==> src/rtl/rf_pkg.sv <==
// Shared widths, state encoding and the registered write bundle for the
// register-file write-port arbiter.
package rf_pkg;

  localparam int DATA_W   = 16;
  localparam int ADDR_W   = 3;
  localparam int NUM_REGS = 8;

  localparam logic [ADDR_W-1:0] LAST_REG = ADDR_W'(NUM_REGS - 1);

  typedef enum logic {
    ARB   = 1'b0,
    CLEAR = 1'b1
  } rf_arb_state_t;

  typedef struct packed {
    logic              load;
    logic [ADDR_W-1:0] dest;
    logic [DATA_W-1:0] data;
  } rf_wr_t;

endpackage

==> src/rtl/rr_arb2.sv <==
// Two-way round-robin grant, combinational from valids and pointer; zero latency.
// Holds both grants low when en is low; the pointer names the side not granted last.
module rr_arb2 (
  input  logic Clk,
  input  logic Reset,
  input  logic en,
  input  logic a_valid,
  input  logic b_valid,
  output logic a_grant,
  output logic b_grant
);

  logic prefer_b;

  assign a_grant = en && a_valid && (!b_valid || !prefer_b);
  assign b_grant = en && b_valid && (!a_valid || prefer_b);

  always_ff @(posedge Clk) begin
    if (!Reset) begin
      prefer_b <= 1'b0;
    end else if (a_grant) begin
      prefer_b <= 1'b1;
    end else if (b_grant) begin
      prefer_b <= 1'b0;
    end
  end

endmodule

==> src/rtl/rf_write_arbiter.sv <==
// Shares the register-file write port between ALU (A) and load (B) writeback and
// sweeps zeroes on Clear_req; writes land one cycle after grant, readys drop during clear.
module rf_write_arbiter
  import rf_pkg::*;
(
  input  logic              Clk,
  input  logic              Reset,
  input  logic              A_valid,
  output logic              A_ready,
  input  logic [ADDR_W-1:0] A_dest,
  input  logic [DATA_W-1:0] A_data,
  input  logic              B_valid,
  output logic              B_ready,
  input  logic [ADDR_W-1:0] B_dest,
  input  logic [DATA_W-1:0] B_data,
  input  logic              Clear_req,
  output logic              Clear_busy,
  output logic              RF_Load,
  output logic [ADDR_W-1:0] RF_Sel_Dest,
  output logic [DATA_W-1:0] RF_D_in
);

  rf_arb_state_t     state;
  logic [ADDR_W-1:0] cnt;
  rf_wr_t            wr_q;
  logic              arb_en;
  logic              a_gnt;
  logic              b_gnt;

  // A clear request pre-empts any grant in the cycle it arrives.
  assign arb_en = Reset && (state == ARB) && !Clear_req;

  rr_arb2 u_rr_arb2 (
    .Clk     (Clk),
    .Reset   (Reset),
    .en      (arb_en),
    .a_valid (A_valid),
    .b_valid (B_valid),
    .a_grant (a_gnt),
    .b_grant (b_gnt)
  );

  assign A_ready     = a_gnt;
  assign B_ready     = b_gnt;
  assign Clear_busy  = (state == CLEAR);
  assign RF_Load     = wr_q.load;
  assign RF_Sel_Dest = wr_q.dest;
  assign RF_D_in     = wr_q.data;

  always_ff @(posedge Clk) begin
    if (!Reset) begin
      state <= ARB;
      cnt   <= '0;
      wr_q  <= '0;
    end else begin
      wr_q.load <= 1'b0;
      case (state)
        ARB: begin
          if (Clear_req) begin
            state <= CLEAR;
            cnt   <= '0;
          end else if (a_gnt) begin
            wr_q <= '{load: 1'b1, dest: A_dest, data: A_data};
          end else if (b_gnt) begin
            wr_q <= '{load: 1'b1, dest: B_dest, data: B_data};
          end
        end
        CLEAR: begin
          wr_q <= '{load: 1'b1, dest: cnt, data: '0};
          cnt  <= cnt + 1'b1;
          // Counter wraps to zero on the same edge the sweep exits.
          if (cnt == LAST_REG) begin
            state <= ARB;
          end
        end
        default: begin
          state <= ARB;
        end
      endcase
    end
  end

endmodule
==> config.mk <==
export PLATFORM = sky130hd
export DESIGN_NAME = rf_write_arbiter
export DESIGN_NICKNAME = d
export VERILOG_FILES = /design/src/rtl/rf_pkg.sv /design/src/rtl/rr_arb2.sv /design/src/rtl/rf_write_arbiter.sv
export SDC_FILE = /design/constraint.sdc
export NUM_CORES = 1
export LEC_CHECK = 0
export BUFFER_PORTS_ARGS = -buffer_cell sky130_fd_sc_hd__clkbuf_2
export CORE_MARGIN = 2
export CORE_UTILIZATION = 30
export DETAILED_ROUTE_END_ITERATION = 8
export GPL_ROUTABILITY_DRIVEN = 0
export PLACE_DENSITY = 0.7
export SLEW_MARGIN = 30
export SYNTH_ARGS = -nofsm -noshare
export SYNTH_HDL_FRONTEND = slang
export SYNTH_SLANG_ARGS = --single-unit
==> constraint.sdc <==
create_clock -name Clk -period 1.58 [get_ports Clk]
set_input_delay 0.158 -clock Clk [delete_from_list [all_inputs] [get_ports Clk]]
set_output_delay 0.158 -clock Clk [all_outputs]
set_load 0.03 [all_outputs]
==> results_dict.tcl, run 1 <==
set metrics [dict create \
    cellPowerDensity_nw_per_um2 827 \
    post-route-period-util 0.964 \
    r2r-end "RF_Sel_Dest[0]" \
    worst_path_max_delay_cell "dfxtp_2" \
    cts_tree "yes" \
    dp.cells 212 \
    reg2regPathDepth 5 \
    syn_area_per_cell_um2 10.5 \
    critical_path_buf_inv_count 2 \
    finalMaxSlewViolations 0 \
    syn-cell-area_um2 1090 \
    max_stage_delay_ns 0.36 \
    final_cell_mix "clkbuf_2, dfxtp_1, and3_1, a221o_1, buf_4" \
    synth_xor_area_frac 0 \
    cp_num_cells 4 \
    io_buffers 65 \
    clock_latency_ns 0.33 \
    status "finished clean" \
    cts.sinks 25 \
    crit_fanout 5 \
    wl_um 2790 \
    route.layer.met1.wl_um 1300 \
    async_reset_ff_frac 0 \
    io_pins 66 \
    yosysUniqueCellTypes 27 \
    path_clk_slew_ns 0.15 \
    nets 221 \
    viasPerCell 4.83 \
    coreArea_um2 3420 \
    drive_gt1_frac 0.491 \
    overflow 0 \
    crit_family "simple AND/OR/NAND/NOR gates" \
    fin_setup_tns_ns 0 \
    initialDrtViolationCount 24 \
    grt_max_degree 21 \
    first_pass_iters 4 \
    syn_inst 104 \
    dieArea_um2 4140 \
    yosys.area_share.simple 0.223 \
    vias 1067 \
    ant_nets 0 \
    dieWidth_um 64.3 \
    die_h_um 64.3 \
    p_leak_nw 0.822 \
    r2r-start "u_rr_arb2.prefer_b" \
    min_period_ns 1.52 \
    place_hpwl_um 2070 \
    crit_type "register to output port" \
    fmax_ghz 0.657 \
    worstPathRequired_ns 1.42 \
    synth_fp_nets 149 \
    r2r_slack_ns 0.14 \
    synth_compound_area_frac 0.221 \
    cp.arrival_ns 1.36 \
    rsz0062_at_grt "yes" \
    ctsHoldBuffers 0 \
    crit_chain "nor3b_4 -> and3_4 -> buf_12 -> buf_8" \
    crit_start "Clear_busy" \
    finalHoldViolCount 0 \
    rows 21 \
    cts_max_path_buffers 2 \
    tightest_slew_ns 0.284 \
    cp-start-kind "register" \
    ir_drop_v 0.000438 \
    area_growth_pct 41.5 \
    yosys-mux-area-fraction 0.00916 \
    initial_core_util 0.320 \
    setup_viol_count_final 0 \
    synth_ff_type "dfxtp_1" \
    post_drt_wl_per_cell_um 12.6 \
    seq_area_frac_synth 0.458 \
    antenna_found_initial 0 \
    yosys_warnings 0 \
    finalClockSkew_ns 0.0123 \
    crit_path_end_kind "output port" \
    final_cells 221 \
    dr_wl_met2_um 1290 \
    synth_edf_count 0 \
    route.met3.wl_um 184 \
    grt_pass1_vias 1076 \
    drc_errors 0 \
    ctsRootBufferMaster "clkbuf_4" \
    h-tree-depth 1 \
    ys_ff_latch 25 \
    mostFrequentLayoutCell "clkbuf_2" \
    crit_path_end "B_ready" \
    cts_buffers 3 \
    diodes 0 \
    gr-usage-all-layers 0.146 \
    grt_pass1_wl_um 4730 \
    synth-adder-area-share 0.0229 \
    hold_path_class "input port to register" \
    slew_headroom 0.810 \
    top_layer_used "met4" \
    maxCapViolCount 0 \
    synth_top_family_by_area "simple AND/OR/NAND/NOR gates" \
]
worst register-to-register path, stage by stage, from the launching register on:
cell and delay (ns):
dfxtp_1 0.35, nand2b_1 0.18, and3_4 0.20, buf_12 0.12, buf_4 0.15, a221o_1 0.33
how the worst min path moves through the flow:
| stage | startpoint | endpoint | cells past startpoint |
|---|---|---|---|
| 3_5_place_dp | A_data[6] | RF_D_in[6] | 2 |
| 3_3_place_gp | A_data[4] | RF_D_in[4] | 2 |
| 6_report | B_data[8] | RF_D_in[8] | 2 |
| 2_1_floorplan | B_data[0] | RF_D_in[0] | 1 |
| 5_1_grt | B_data[10] | RF_D_in[10] | 2 |
| 4_1_cts | B_data[2] | RF_D_in[2] | 2 |
cells by family after synthesis:
logic type,count (synthesis)
AND/OR/NAND/NOR,39
AO/OA/AOI/OAI,27
flip-flops,25
buffers and inverters,10
adder cells (fa/ha/maj),2
multiplexers,1
layer usage:
layer  track usage  up-vias
met5             0        -
met4        0.0319        0
met3        0.0440        3
met2         0.247       38
met1         0.184      473
li1              -      553
registers in the layout (all words and copies together), names as in the netlist:
register / flops
Clear_busy: 1
RF_D_in: 16
RF_Load: 1
RF_Sel_Dest: 3
cnt: 3
u_rr_arb2.prefer_b: 1
layout make-up:
| class | instances | area [um^2] |
|---|---|---|
| Tap cell | 46 | 57.6 |
| Timing Repair Buffer | 75 | 423 |
| Fill cell | 352 | 1870 |
| Clock buffer | 3 | 22.5 |
| Multi-Input combinational cell | 69 | 526 |
| Inverter | 2 | 7.51 |
| Clock inverter | 1 | 7.51 |
| Sequential cell | 25 | 502 |
Yosys cell counts, types with 2 or more instances:
| cell | n | area share |
|---|---|---|
| nor2_1 | 5 | 0.017 |
| dfxtp_1 | 25 | 0.46 |
| a221o_1 | 17 | 0.16 |
| inv_1 | 2 | 0.0069 |
| clkbuf_1 | 4 | 0.014 |
| buf_6 | 3 | 0.031 |
| nor3b_1 | 2 | 0.014 |
| nand3_1 | 4 | 0.018 |
| ha_1 | 2 | 0.023 |
| a21oi_1 | 4 | 0.018 |
| nand4_1 | 3 | 0.017 |
| and3_1 | 18 | 0.10 |
report_power, final:
part	internal (mW)	switching, mW	leakage (nW)	total [mW]
registers	0.669	0.0194	0.205	0.689
logic	0.125	0.167	0.603	0.292
clock network	0.0970	0.201	0.0139	0.298
total	0.891	0.387	0.822	1.28
what timing repair did:
action | 4_1_cts | 5_1_grt
pin swaps | 2 | 2
resized for setup | 4 | 1
buffers inserted | 2 | 3
endpoints found under the setup margin | 2 | 1
metrics by stage:
step	cell area (um^2)	util	hold slack (ns)	worst slack [ns]	power [mW]
3_5_place_dp	1460	0.428	0.386	0.201	0.985
2_1_floorplan	1090	-	0.296	0.0113	0.868
5_1_grt	1550	0.452	0.0269	-0.0425	1.35
6_report	1550	0.452	0.0372	0.0573	1.28
4_1_cts	1520	0.445	0.0254	-0.0364	1.30
3_3_place_gp	1460	0.428	0.381	0.214	0.984
No activity file was read; power rests on OpenSTA's default activity.
==> inputs of run 2 (changes only) <==
Settings changed: SETUP_SLACK_MARGIN from default to 0.2.
==> results_dict.tcl, run 2 (synthesized netlist as in run 1, its figures left out) <==
set metrics [dict create \
    mostFrequentLayoutCell "clkbuf_2" \
    diodes 0 \
    cts.sinks 25 \
    fmax_ghz 0.682 \
    antenna_found_initial 0 \
    ant_nets 0 \
    final_cell_mix "clkbuf_2, dfxtp_1, and3_1, a221o_1, buf_4" \
    cp.arrival_ns 1.31 \
    dieWidth_um 64.3 \
    h-tree-depth 1 \
    crit_family "simple AND/OR/NAND/NOR gates" \
    fin_setup_tns_ns 0 \
    crit_path_end_kind "output port" \
    hold-path-endpoint "RF_D_in[11]" \
    gr-usage-all-layers 0.143 \
    worst_path_max_delay_cell "dfxtp_4" \
    grt_max_degree 21 \
    tightest_slew_ns 0.354 \
    ir_drop_v 0.000541 \
    area_growth_pct 44.8 \
    post-route-period-util 0.928 \
    drc_errors 0 \
    p_leak_nw 0.843 \
    cts_max_path_buffers 2 \
    rsz0062_at_grt "yes" \
    first_pass_iters 4 \
    finalHoldViolCount 0 \
    post_drt_wl_per_cell_um 14.1 \
    place_hpwl_um 2130 \
    overflow 0 \
    die_h_um 64.3 \
    critical_path_buf_inv_count 1 \
    grt_pass1_vias 1079 \
    grt_pass1_wl_um 4740 \
    slew_headroom 0.764 \
    io_buffers 65 \
    drive_gt1_frac 0.511 \
    finalMaxSlewViolations 0 \
    clock_latency_ns 0.33 \
    crit_chain "nor3b_4 -> and3_4 -> buf_8" \
    initial_core_util 0.320 \
    crit_fanout 4 \
    r2r-end "u_rr_arb2.prefer_b" \
    cts_tree "yes" \
    status "finished clean" \
    crit_type "register to output port" \
    dieArea_um2 4140 \
    largest_reg_flops 16 \
    r2r-start "Clear_busy" \
    hold_path_class "input port to register" \
    hold-worst-slack_ns 0.0374 \
    nets 222 \
    r2r_slack_ns 0.17 \
    ctsRootBufferMaster "clkbuf_4" \
    viasPerCell 5.03 \
    coreArea_um2 3420 \
    worstPathRequired_ns 1.42 \
    cts_buffers 3 \
    wl_um 3130 \
    rows 21 \
    min_delay_path_depth 2 \
    min-delay-start "B_data[11]" \
    maxCapViolCount 0 \
    vias 1117 \
    reg2regPathDepth 6 \
    cp-start-kind "register" \
    setup_viol_count_final 0 \
    path_clk_slew_ns 0.15 \
    initialDrtViolationCount 55 \
    io_pins 66 \
    finalClockSkew_ns 0.0118 \
    max_stage_delay_ns 0.38 \
    cellPowerDensity_nw_per_um2 822 \
    min_period_ns 1.47 \
]
[run 2: worst max-delay path by stage]
stage / start / cells after the start / slack (ns) / end
after floorplan: Clear_busy / 5 / 0.23 / RF_D_in[10]
after global placement: Clear_busy / 4 / 0.20 / RF_Sel_Dest[0]
after detailed placement: Clear_busy / 4 / 0.15 / RF_D_in[15]
after CTS: Clear_busy / 3 / 0.12 / B_ready
after global routing: Clear_busy / 3 / 0.05 / B_ready
final: Clear_busy / 3 / 0.11 / B_ready
[run 2: layout make-up]
| type | count | area [um^2] |
|---|---|---|
| Multi-Input combinational cell | 69 | 542 |
| Inverter | 2 | 7.51 |
| Fill cell | 331 | 1830 |
| Tap cell | 46 | 57.6 |
| Clock inverter | 1 | 6.26 |
| Timing Repair Buffer | 76 | 440 |
| Sequential cell | 25 | 505 |
| Clock buffer | 3 | 22.5 |
[run 2: metrics by stage]
stage               instance area, um^2  power, mW  cells   util  worst slack [ns]
floorplan                          1100      0.868    104      -             0.233
global route                       1580       1.36    222  0.463            0.0541
detailed placement                 1440      0.976    210  0.421             0.151
global placement                   1440      0.975    210  0.421             0.201
finish                             1580       1.30    222  0.463             0.114
CTS                                1570       1.30    222  0.460             0.120
[run 2: where the power goes]
part           switching, mW  internal [mW]
clock                  0.204         0.0987
combinational          0.175          0.133
sequential            0.0209          0.669
total                  0.399          0.901
[run 2: timing repair]
| action | in CTS | in global routing |
|---|---|---|
| pin swaps | 3 | 2 |
| cloned | 1 | 0 |
| resized for setup | 12 | 6 |
| endpoints found under the setup margin | 12 | 16 |
| hold buffers | 0 | 0 |
| buffers inserted | 7 | 0 |
[run 2: per-layer routing]
layer | wire [um] | global-route usage
met5 | 0 | 0
met4 | 0 | 0.0160
met3 | 242 | 0.0493
met2 | 1510 | 0.245
met1 | 1380 | 0.178
